`src/rtl/deser_queue_pkg.sv`:
```
// deser_queue_pkg: default constants shared by the deserializer/queue bridge
// and a helper for sizing occupancy counters.
package deser_queue_pkg;
  localparam int DEF_WIDTH     = 8;
  localparam int DEF_DEPTH     = 8;
  localparam int DEF_DESER_DIV = 10;
  localparam int DEF_QUEUE_DIV = 100;

  // Bits needed to hold a count of 0..n inclusive.
  function automatic int cnt_w(input int n);
    return $clog2(n + 1);
  endfunction
endpackage

```
`src/rtl/tick_gen.sv`:
```
// tick_gen: one-cycle enable every DIV clk cycles.
//   clk   - system clock
//   rst_n - async active-low reset
//   tick  - high for one clk while the counter sits at DIV-1
// The counter starts at 0, so the first tick is sampled DIV edges after reset.
module tick_gen #(
  parameter int DIV = 10
) (
  input  logic clk,
  input  logic rst_n,
  output logic tick
);
  localparam int CW = $clog2(DIV);
  localparam logic [CW-1:0] LAST = CW'(DIV - 1);

  logic [CW-1:0] cnt;

  always_ff @(posedge clk or negedge rst_n) begin
    if (!rst_n)           cnt <= '0;
    else if (cnt == LAST) cnt <= '0;
    else                  cnt <= cnt + 1'b1;
  end

  assign tick = (cnt == LAST);
endmodule

```
`src/rtl/deser_queue_bridge.sv`:
```
// deser_queue_bridge: serial-to-word deserializer feeding a DEPTH-entry FIFO,
// drained at a slower dequeue rate. All rates are clk enables from tick_gen.
//   clk, rst_n   - system clock, async active-low reset
//   data_in      - serial bit, taken on ser_tick when write_in && status_out
//   write_in     - serial bit valid
//   dequeue_in   - pop request, taken on q_tick
//   data_out     - last popped word;  data_valid - one-cycle pulse on pop
//   len_out      - words stored;  full / empty - occupancy flags
//   status_out   - 1 accepting bits, 0 holding a completed word
//   overflow     - sticky, a valid bit arrived while holding with FIFO full
module deser_queue_bridge
  import deser_queue_pkg::*;
#(
  parameter int WIDTH     = DEF_WIDTH,
  parameter int DEPTH     = DEF_DEPTH,
  parameter int DESER_DIV = DEF_DESER_DIV,
  parameter int QUEUE_DIV = DEF_QUEUE_DIV,
  parameter bit MSB_FIRST = 1'b0
) (
  input  logic                        clk,
  input  logic                        rst_n,
  input  logic                        data_in,
  input  logic                        write_in,
  input  logic                        dequeue_in,
  output logic [WIDTH-1:0]            data_out,
  output logic                        data_valid,
  output logic [cnt_w(DEPTH)-1:0]     len_out,
  output logic                        full,
  output logic                        empty,
  output logic                        status_out,
  output logic                        overflow
);
  localparam int LW = cnt_w(DEPTH);
  localparam int PW = $clog2(DEPTH);
  localparam int BW = $clog2(WIDTH);
  localparam logic [BW-1:0] LAST_BIT = BW'(WIDTH - 1);
  localparam logic [LW-1:0] LEN_FULL = LW'(DEPTH);

  logic             ser_tick, q_tick;
  logic [WIDTH-1:0] shreg, shift_nxt, pend_word;
  logic [BW-1:0]    bit_cnt;
  logic [WIDTH-1:0] mem [DEPTH];
  logic [PW-1:0]    wr_ptr, rd_ptr;
  logic [LW-1:0]    len_nxt;
  logic             accept, pop, push;

  tick_gen #(.DIV(DESER_DIV)) u_ser_tick (.clk(clk), .rst_n(rst_n), .tick(ser_tick));
  tick_gen #(.DIV(QUEUE_DIV)) u_q_tick   (.clk(clk), .rst_n(rst_n), .tick(q_tick));

  // status_out doubles as the inverse of "word pending".
  assign accept = ser_tick & write_in & status_out;
  assign pop    = q_tick & dequeue_in & ~empty;
  // A pop in the same cycle frees the slot even when full.
  assign push   = ~status_out & (~full | pop);

  always_comb begin
    if (MSB_FIRST) shift_nxt = {shreg[WIDTH-2:0], data_in};
    else           shift_nxt = {data_in, shreg[WIDTH-1:1]};
  end

  always_comb begin
    len_nxt = len_out;
    if (push && !pop)      len_nxt = len_out + 1'b1;
    else if (pop && !push) len_nxt = len_out - 1'b1;
  end

  // Deserializer and hold stage
  always_ff @(posedge clk or negedge rst_n) begin
    if (!rst_n) begin
      shreg      <= '0;
      bit_cnt    <= '0;
      pend_word  <= '0;
      status_out <= 1'b1;
      overflow   <= 1'b0;
    end else begin
      if (accept) begin
        shreg <= shift_nxt;
        if (bit_cnt == LAST_BIT) begin
          bit_cnt    <= '0;
          pend_word  <= shift_nxt;
          status_out <= 1'b0;
        end else begin
          bit_cnt <= bit_cnt + 1'b1;
        end
      end
      if (push) status_out <= 1'b1;
      if (ser_tick && write_in && !status_out && full) overflow <= 1'b1;
    end
  end

  // Storage carries no reset; only pointers and counts are cleared.
  always_ff @(posedge clk) begin
    if (push) mem[wr_ptr] <= pend_word;
  end

  always_ff @(posedge clk or negedge rst_n) begin
    if (!rst_n) begin
      wr_ptr     <= '0;
      rd_ptr     <= '0;
      len_out    <= '0;
      full       <= 1'b0;
      empty      <= 1'b1;
      data_out   <= '0;
      data_valid <= 1'b0;
    end else begin
      data_valid <= pop;
      if (push) wr_ptr <= wr_ptr + 1'b1;
      if (pop) begin
        rd_ptr   <= rd_ptr + 1'b1;
        data_out <= mem[rd_ptr];
      end
      len_out <= len_nxt;
      full    <= (len_nxt == LEN_FULL);
      empty   <= (len_nxt == '0);
    end
  end
endmodule

```
`config.mk`:
```
export PLATFORM = sky130hd
export DESIGN_NAME = deser_queue_bridge
export DESIGN_NICKNAME = d
export VERILOG_FILES = /design/src/rtl/deser_queue_pkg.sv /design/src/rtl/tick_gen.sv /design/src/rtl/deser_queue_bridge.sv
export SDC_FILE = /design/constraint.sdc
export NUM_CORES = 1
export LEC_CHECK = 0
export BUFFER_PORTS_ARGS = -buffer_cell sky130_fd_sc_hd__buf_4
export CAP_MARGIN = 20
export CORE_MARGIN = 2
export CORE_UTILIZATION = 55
export DETAILED_ROUTE_END_ITERATION = 10
export PLACE_DENSITY = 0.73
export REMOVE_ABC_BUFFERS = 1
export SLEW_MARGIN = 20
export SYNTH_ARGS = -nofsm -noshare
export SYNTH_HDL_FRONTEND = slang
export SYNTH_SLANG_ARGS = --single-unit
export TNS_END_PERCENT = 5
```
`constraint.sdc`:
```
create_clock -name clk -period 4.45 [get_ports clk]
set_clock_uncertainty 0.05 [all_clocks]
set_input_delay 0.89 -clock clk [delete_from_list [all_inputs] [get_ports clk]]
set_output_delay 0.89 -clock clk [all_outputs]
set_load 0.1 [all_outputs]
```
# Word level (Yosys, flattened, before mapping)
# Memories as Yosys holds them, arrays and structs flattened. A register that Yosys moved wholly into a read port is not among the register bits.
# Index checks and enable logic that the tools add are counted.
[classes]
add_sub_neg = 7
n_eq_ne = 4
n_reduce_logical = 14
muxes = 10
bitwise = 9
[ops]
columns = ["operator", "n"]
rows = [
  ["$mux 4", 3],
  ["$add 3x1->3 const B", 3],
  ["$add 4x1->4 const B", 2],
  ["$eq 4x4->1 const B", 2],
  ["$add 7x1->7 const B", 1],
  ["$eq 7x7->1 const B", 1],
  ["$mux 7", 1],
  ["$and 1x1->1", 5],
  ["$logic_and 1x1->1", 5],
  ["$mux 1", 5],
  ["$logic_not 1->1", 4],
  ["$logic_not 4->1", 1],
  ["$reduce_and 2->1", 2],
  ["$reduce_bool 2->1", 2],
  ["$sub 4x1->4 const B", 1],
  ["$eq 3x3->1 const B", 1],
  ["$mux 3", 1],
  ["$not 1->1", 3],
  ["$or 1x1->1", 1],
]
[totals]
memories = 1
regBits = 45
wordCells = 58
ram_bits = 64
[memory_table]
columns = ["name", "words", "word_bits", "rd", "rd_clocked_by_memory_dff", "wr", "line_no", "rtl"]
rows = [
  ["mem", 8, 8, 1, 1, 1, "deser_queue_bridge.sv:42", "logic [WIDTH-1:0] mem [DEPTH];"],
]

# Logic depth before layout (Yosys ltp)
# Gate-level depths: netlist of the first run.
[depth]
depth_word = 10
mapped_depth = 8
ltp_nobuf = 7

# Cells and area by module
# Synthesis of the first run repeated with hierarchy kept, for this count alone.
[hier_totals]
hier_cells = 284
area_unflattened_um2 = 4708.3
[modules_own_cells]
columns = ["mod", "n_inst", "cells_each", "area_each_um2"]
rows = [
  ["deser_queue_bridge", 1, 240, 4191.5],
  ["tick_gen at u_q_tick", 1, 29, 345.3],
  ["tick_gen at u_ser_tick", 1, 15, 171.4],
]

# Worst setup path before layout of the first run
# OpenSTA, ideal clock, no wires.
[synth_timing]
path_type = "input to register"
start = "input port dequeue_in"
end = "memory mem[0][0] (netlist bit), enable pin"
arrival_time_ns = 2.380
path_stages = 6
slack_ns = 1.625
t_required_ns = 4.005
path_cell_list = "nand4bb_4 -> or2_1 -> buf_6 -> nand2_1 -> nand2b_1 -> nor4_1"
[synth_via]
elab_chain_len = 6
[synth_lines]
columns = ["item", "line_no", "rtl"]
rows = [
  ["from (decl)", "deser_queue_bridge.sv:24", "input logic dequeue_in,"],
  ["$and 1x1->1 (2 in series)", "deser_queue_bridge.sv:52", "assign pop = q_tick & dequeue_in & ~empty;"],
  ["$or 1x1->1", "deser_queue_bridge.sv:54", "assign push = ~status_out & (~full | pop);"],
  ["$and 1x1->1", "deser_queue_bridge.sv:54", ""],
  ["$mux 1", "deser_queue_bridge.sv:93", "if (push) mem[wr_ptr] <= pend_word;"],
  ["$mux 1 (not written as such)", "deser_queue_bridge.sv:93", ""],
  ["to (decl)", "deser_queue_bridge.sv:42", ""],
]
# Every way passes these cells.

# Worst setup path in the final report of the first run
[layout_timing]
start = "register u_q_tick.cnt[0]"
end = "memory mem[3][7] (netlist bit), enable pin"
[layout_via]
elab_chain_len = 7
[layout_lines]
columns = ["item", "line_no", "rtl"]
rows = [
  ["from (decl)", "tick_gen.sv:16", "logic [CW-1:0] cnt;"],
  ["from (signal assigned)", "tick_gen.sv:21", "else cnt <= cnt + 1'b1;"],
  ["$eq 7x7->1", "tick_gen.sv:24", "assign tick = (cnt == LAST);"],
  ["$and 1x1->1 (2 in series)", "deser_queue_bridge.sv:52", ""],
  ["$or 1x1->1", "deser_queue_bridge.sv:54", ""],
  ["$and 1x1->1", "deser_queue_bridge.sv:54", ""],
  ["$mux 1", "deser_queue_bridge.sv:93", ""],
  ["$mux 1 (not written as such)", "deser_queue_bridge.sv:93", ""],
]
# Every way passes these cells.

==> results of run 1 <==
-- metal layers --
metal  vias up  part of all wire (%)  GRT usage, %
li1       1201                     -             -
met1      1323                    43          30.4
met2        98                    49          32.2
met3        11                   6.6          6.36
met4         0                   1.3          7.04
met5         -                     0             0
-- state kept, by name (all words and copies together) (netlist names) --
name and count:
data_out 8, shreg 7, full 1, overflow 1
pend_word 8, u_q_tick.cnt 7, rd_ptr 3, len_out 4
empty 1, bit_cnt 3, status_out 1, mem 64
data_valid 1, u_ser_tick.cnt 4, wr_ptr 3
-- report_power, final --
| part | total (mW) | switching (mW) | internal, mW |
|---|---|---|---|
| sequential | 1.14 | 0.00418 | 1.13 |
| clock | 1.28 | 0.442 | 0.841 |
| combinational | 0.0279 | 0.0193 | 0.00857 |
-- through the flow --
stage / hold WS, ns / instances / setup WS, ns / utilization [%]
detailed placement: 0.408 / 425 / 1.32 / 59.8
CTS: 0.381 / 457 / 1.58 / 66.6
global placement: 0.397 / 425 / 1.42 / 59.8
finish: 0.372 / 457 / 1.59 / 66.6
global route: 0.413 / 457 / 1.30 / 66.6
floorplan: 0.383 / 297 / 1.41 / -
-- kinds of logic after synthesis --
logic type | count (synthesis)
flip-flops | 116
AND/OR/NAND/NOR | 91
multiplexers | 35
AO/OA/AOI/OAI | 31
buffers and inverters | 21
XOR/XNOR | 10
adder cells (fa/ha/maj) | 7
-- worst register-to-register path: stages (launching register included) --
cell and delay [ns]:
dfrtp_1 0.37, ha_1 0.29, nand4bb_4 0.16, or2_1 0.62
nand2_1 0.25, nand2b_1 0.13, nor2_1 0.61
-- area by class of cell --
class	instances	area, um^2
Inverter	7	38.8
Fill cell	561	2770
Sequential cell	116	3230
Timing Repair Buffer	23	173
Tap cell	105	131
Multi-Input combinational cell	174	1400
Clock buffer	20	425
Clock inverter	12	138
-- cells in the final DEF (no fill, tap or decap), types with 4 or more instances in the layout --
master     Yosys  routed
nor2_1        16      16
a21oi_1        5       5
edfxtp_1      64      64
mux2_2        10      10
clkbuf_16      0      16
o21ai_0       14      14
nand3_1        4       4
nand2_1       49      49
ha_1           7       7
inv_1          6       6
xnor2_1        8       8
mux4_2        16      16
nor2b_1        4       4
nor3_1         4       4
mux2i_1        9       9
clkinv_2       0       5
buf_4          1      23
dfrtp_1       50      49
-- how the worst min path moves through the flow --
stage	to	slack (ns)	depth (start not counted)
floorplan	u_q_tick.cnt[0]	0.38	1
global placement	u_q_tick.cnt[0]	0.40	1
detailed placement	u_q_tick.cnt[0]	0.41	1
CTS	u_ser_tick.cnt[1]	0.38	1
global route	overflow	0.41	1
finish	u_ser_tick.cnt[1]	0.37	1
==> summary.md, run 1 <==
| Metric | Value |
|---|---|
| Vias in the first global route | 2703 |
| Pins over their slew limit | 0 |
| ANT nets after route | 0 |
| Synth Area in Compound Gates | 4.44% |
| Status | finished, final reports clean |
| Simple-gate share of the synthesized area | 9.43% |
| Final wirelength | 8.94 mm |
| Placed inst area | 0.00496 mm^2 |
| Rows | 33 |
| Leakage | 2.13 nW |
| Post-CTS sizing | 0 |
| Final setup TNS | 0 ns |
| Final hold viol count | 0 |
| CTS root buffer | clkbuf_8 |
| Main combinational cell family by area after synthesis | multiplexers |
| Crit path buffers/inverters | 0 |
| Residual DRC | 0 |
| # port buffers | 21 |
| GRT Util Overall | 21.4% |
| Clk pin slew, worst setup/hold paths | 0.05 ns |
| Reg2Reg Launch Point | u_q_tick.cnt[0] |
| Tot Pwr | 2.45 mW |
| Worst r2r path cells | 6 |
| Post-Synth Adder-Cell Area | 1.85% |
| Critical setup path kind | reg2reg |
| Seq/Total Area, Yosys | 68.1% |
| Crit path to | mem[3][7] |
| Via Count | 2633 |
| Initial core utilization | 57.1% |
| Die width | 96.8 um |
| Post-CTS Setup Bufs | 0 |
| Placer congestion estimate | 0.761 |
| Worst EP required | 4.53 ns |
| Die height | 96.8 um |
| Max-cap viol count | 0 |
| Die ar. | 0.00937 mm^2 |
| Worst slew pin tran | 1.03 ns |
| DR pass1 iterations | 5 |
| Post-synth top cells | edfxtp_1, dfrtp_1, nand2_1 |
| Yosys warns | 0 |
| Crit-path max cell delay | 0.62 ns |
| Crit-path cells | ha_1 -> nand4bb_4 -> or2_1 -> nand2_1 -> nand2b_1 -> nor2_1 |
| Fraction of registers with async set/reset | 44.8% |
| RR Endpoint | mem[3][7] |
| Post-synth EDFFs | 64 |
| I/O pins | 22 |
| Worst vdd ir | 0.294 mV |
| Antenna violations before repair | 0 |
| Setup slack, reg-to-reg | 1.59 ns |
| Worst-path fanout max | 24 |
| CP Launch Type | flop |
| Tcrit/Tclk final | 64.3% |
| Yosys top cell area share | 40.6% |
| Unique cell type count in the Yosys netlist | 43 |
| Drt via density | 5.76 |
| CTS max path bufs | 2 |
| Minimum clock period | 2.86 ns |
| RSZ-0062 raised after global routing | false |
| Area leader, netlist | edfxtp_1 |
| First-pass GRT wire length | 15.0 mm |
| Grt ovf | 0 |
| WL/cell | 19.6 um |
| Crit path DAT | 2.94 ns |
| Final setup viols | 0 |
| Power Density | 443 mW/mm^2 |
| Initial drt markers | 251 |
| CTS buffer count | 17 |
| Yosys reg bits | 116 |
| Levels on crit path | 6 |
| Delay-heaviest family, CP | simple AND/OR/NAND/NOR gates |
| Synth Cell Area | 0.00474 mm^2 |
| Design Area, Final | 0.00553 mm^2 |
| Top-count cell post-synth | edfxtp_1 |
| Largest net degree at the start of global routing | 53 |
| Synthesized area per cell | 15.2 um^2 |
| Post-Synth XOR/XNOR Area | 1.85% |
| Core area | 0.00830 mm^2 |
| Critical path's slowest cell | or2_1 |
| Rel. slew slack | 31.1% |
| Fraction of layout cells with a size suffix above 1 | 24.1% |
| Highest Clock Rate | 350 MHz |
| Worst Setup SP | u_q_tick.cnt[0] |
| Layout overhead on the synthesized area | 16.7% |
| Post-synthesis mux area share | 11.9% |
| Min-Delay Path Class | in2async |
| Cell count after synthesis | 311 |
| Worst setup EP type | flop |
| Ranking of synthesized cells by area | edfxtp_1, dfrtp_1, mux4_2, nand2_1, mux2_2 |
| Final net count | 351 |
| CTS sink cnt | 116 |
| Hold Buf Count CTS | 0 |
| Worst-skew pair later-pin latency | 0.50 ns |
| # diodes | 0 |
| H-tree levels | 4 |
| Post-DP HPWL | 5.45 mm |
| CTS tree | done |
| Dominant synthesized flop cell | edfxtp_1 |
(Power assumes the default switching activity.)
==> run 2: changes to the inputs <==
--- a/config.mk
+++ b/config.mk
@@ -10,7 +10,7 @@
 export CORE_MARGIN = 2
 export CORE_UTILIZATION = 55
 export DETAILED_ROUTE_END_ITERATION = 10
-export PLACE_DENSITY = 0.73
+export PLACE_DENSITY = 0.75
 export REMOVE_ABC_BUFFERS = 1
 export SLEW_MARGIN = 20
 export SYNTH_ARGS = -nofsm -noshare
==> constraint.sdc (replaced) <==
create_clock -name clk -period 2.6 [get_ports clk]
set_clock_uncertainty 0.05 [all_clocks]
set_input_delay 0.52 -clock clk [delete_from_list [all_inputs] [get_ports clk]]
set_output_delay 0.52 -clock clk [all_outputs]
set_load 0.1 [all_outputs]
==> run 2 against run 1 <==
Compared with the run above:
- the flow now finishes with violations (negative hold slack)
- sequential power increased by 71%
- sequential share of layout area decreased by 0.64 points
- design area increased by 1.1%
- first-iteration DRC count decreased by 36%
- clock-buffer cell count increased by 2
- final cell count increased by 2.0%
- utilization increased by 0.71 points
- via count decreased by 0.42%
- worst setup slack got worse by 1.2 ns
- non-clock buffer count increased by 9
- routed wire length decreased by 3.9%
- maximum frequency increased by 31%
- critical path type unchanged
==> summary.md, run 2 (synthesis results as in run 1) <==
| Metric | Value |
|---|---|
| GRT Util Overall | 20.3% (-1.1 points) |
| Final wirelength | 8.59 mm (-3.9%) |
| Drt via density | 5.63 (-2.3%) |
| Most frequent cells in the layout | edfxtp_1, dfrtp_1, nand2_1, buf_4, clkbuf_16 |
| Worst EP required | 2.95 ns (-1.58 ns) |
| Final setup TNS | 0 ns (unchanged) |
| Fin cells | 466 (+2.0%) |
| Leakage | 2.18 nW (+2.1%) |
| Critical setup path kind | reg2reg |
| Via Count | 2622 (-0.42%) |
| Crit path DAT | 2.54 ns (-0.40 ns) |
| Worst-skew pair later-pin latency | 0.51 ns (about the same) |
| Largest net degree at the start of global routing | 53 (unchanged) |
| Worst r2r path cells | 7 (+1) |
| Post-Route Utilization | 67.3% (+0.71 points) |
| Combinational fraction of design power | 1.2% (about the same) |
| Pins over their slew limit | 0 (unchanged) |
| ANT nets after route | 0 (unchanged) |
| Leading cell type in the layout, fill and taps excluded | edfxtp_1 |
| DR pass1 iterations | 4 (-1) |
| Highest Clock Rate | 456 MHz (+31%) |
| Layout overhead on the synthesized area | 18.0% |
| Min-Delay Path Class | in2async |
| Net Sw Frac | 19.6% (+0.62 points) |
| Post-DP HPWL | 5.20 mm (-4.7%) |
| Reg2Reg Launch Point | u_q_tick.cnt[0] |
| Die ar. | 0.00937 mm^2 (unchanged) |
| Setup slack, reg-to-reg | 0.41 ns (-1.18 ns) |
| Hold Buf Count CTS | 0 (unchanged) |
| Placed cells | 434 (+2.1%) |
| Crit path to | full |
| Initial core utilization | 57.1% (unchanged) |
| Tcrit/Tclk final | 84.3% (+20 points) |
| Tot Pwr | 4.12 mW (+68%) |
| Fraction of layout cells with a size suffix above 1 | 26.3% (+2.2 points) |
| CP Launch Type | flop |
| CTS sink cnt | 116 (unchanged) |
| Largest regs | mem: 64 flops, data_out: 8 flops, pend_word: 8 flops |
| Worst setup EP type | flop |
| RSZ-0062 raised after global routing | false |
| Clk pin slew, worst setup/hold paths | 0.05 ns (about the same) |
| Max FFs per register | 64 (unchanged) |
| Failing checks | negative hold slack |
| First-pass GRT wire length | 14.4 mm (-4.1%) |
| Switching power | 0.809 mW (+74%) |
| Post-CTS sizing | 0 (unchanged) |
| H-tree levels | 4 (unchanged) |
| CTS root buffer | clkbuf_8 |
| Final setup viols | 0 (unchanged) |
| CTS buffer count | 17 (unchanged) |
| RR Endpoint | full |
| WL/cell | 18.4 um (-5.7%) |
| Rel. slew slack | 41.1% (+10 points) |
| Residual DRC | 0 (unchanged) |
| Clk pwr share | 51.6% (-0.8 points) |
| Antenna violations before repair | 0 (unchanged) |
| Final net count | 360 (+2.6%) |
| Worst Setup SP | u_q_tick.cnt[0] |
| Placer congestion estimate | 0.755 (-0.87%) |
| Worst hold margin | -0.00965 ns (-0.382 ns) |
| Worst slew pin tran | 0.883 ns (-0.150 ns) |
| Power Density | 738 mW/mm^2 (+67%) |
| CTS tree | done |
| Max-cap viol count | 0 (unchanged) |
| # port buffers | 21 (unchanged) |
| # diodes | 0 (unchanged) |
| CTS max path bufs | 2 (unchanged) |
| Minimum clock period | 2.19 ns (-0.669 ns) |
| Pint | 3.31 mW (+67%) |
| Grt ovf | 0 (unchanged) |
| Worst-path fanout max | 20 (-17%) |
| Final hold viol count | 12 (+12) |
| Post-CTS Setup Bufs | 0 (unchanged) |
| Die width | 96.8 um (unchanged) |
| Core area | 0.00830 mm^2 (unchanged) |
| Vias in the first global route | 2735 (+1.2%) |
| Sequential power share | 47.2% (+0.7 points) |
| Reg with most FFs | mem |
| Die height | 96.8 um (unchanged) |
| Worst vdd ir | 0.523 mV (+78%) |
| I/O pins | 22 (unchanged) |
| Rows | 33 (unchanged) |
| Filler Cells Inserted | 547 (-2.5%) |
| Status | finished with violations |
| Initial drt markers | 160 (-36%) |
-- run 2: worst min-delay path by stage --
| stage | from | end | slack (ns) | cells past startpoint |
|---|---|---|---|---|
| global route | rst_n | shreg[3] | 0.05 | 1 |
| finish | rst_n | u_ser_tick.cnt[3] | -0.01 | 1 |
| CTS | rst_n | u_ser_tick.cnt[3] | 0.02 | 1 |
| detailed placement | u_q_tick.cnt[0] | u_q_tick.cnt[0] | 0.40 | 1 |
| global placement | u_q_tick.cnt[0] | u_q_tick.cnt[0] | 0.39 | 1 |
| floorplan | rst_n | bit_cnt[0] | 0.17 | 0 |
-- run 2: cell type report --
cell class	instances	area (um^2)	area share [%]
clock buffer	22	474	8.49
clock inverter	10	81.3	1.46
inverter	7	38.8	0.694
multi-input combinational	174	1400	25.0
sequential	116	3230	57.7
tap	105	131	2.35
timing repair buffer	32	240	4.30
-- run 2: stage by stage --
| stage | worst slack (ns) | hold slack [ns] | cell area (um^2) |
|---|---|---|---|
| final | 0.409 | -0.00965 | 5590 |
| after global routing | 0.184 | 0.0541 | 5590 |
| after CTS | 0.383 | 0.0151 | 5590 |
| after detailed placement | 0.399 | 0.400 | 5030 |
| after global placement | 0.467 | 0.393 | 5030 |
| after floorplan | -0.263 | 0.174 | 4660 |
-- run 2: worst max-delay path: stages (launching register included) --
cell and delay, ns:
dfrtp_1 0.36, ha_1 0.28, nand4bb_4 0.17, or2_1 0.38
buf_4 0.26, a311oi_1 0.31, a311o_1 0.22, nor2b_1 0.06
-- run 2: per-layer routing --
metal	part of all wire, %	GRT usage [%]	wire (um)
met5	0	0	0
met4	1.9	8.67	159
met3	4.6	6.50	396
met2	48	30.6	4130
met1	45	27.7	3910
-- run 2: power by group through the flow --
stage          logic [mW]  clock network, mW  registers (mW)
3_3_place_gp       0.0498                  0            1.98
2_1_floorplan      0.0212                  0            1.98
3_5_place_dp       0.0510                  0            1.98
4_1_cts            0.0516               2.16            1.95
5_1_grt            0.0587               2.24            1.95
6_report           0.0497               2.13            1.95
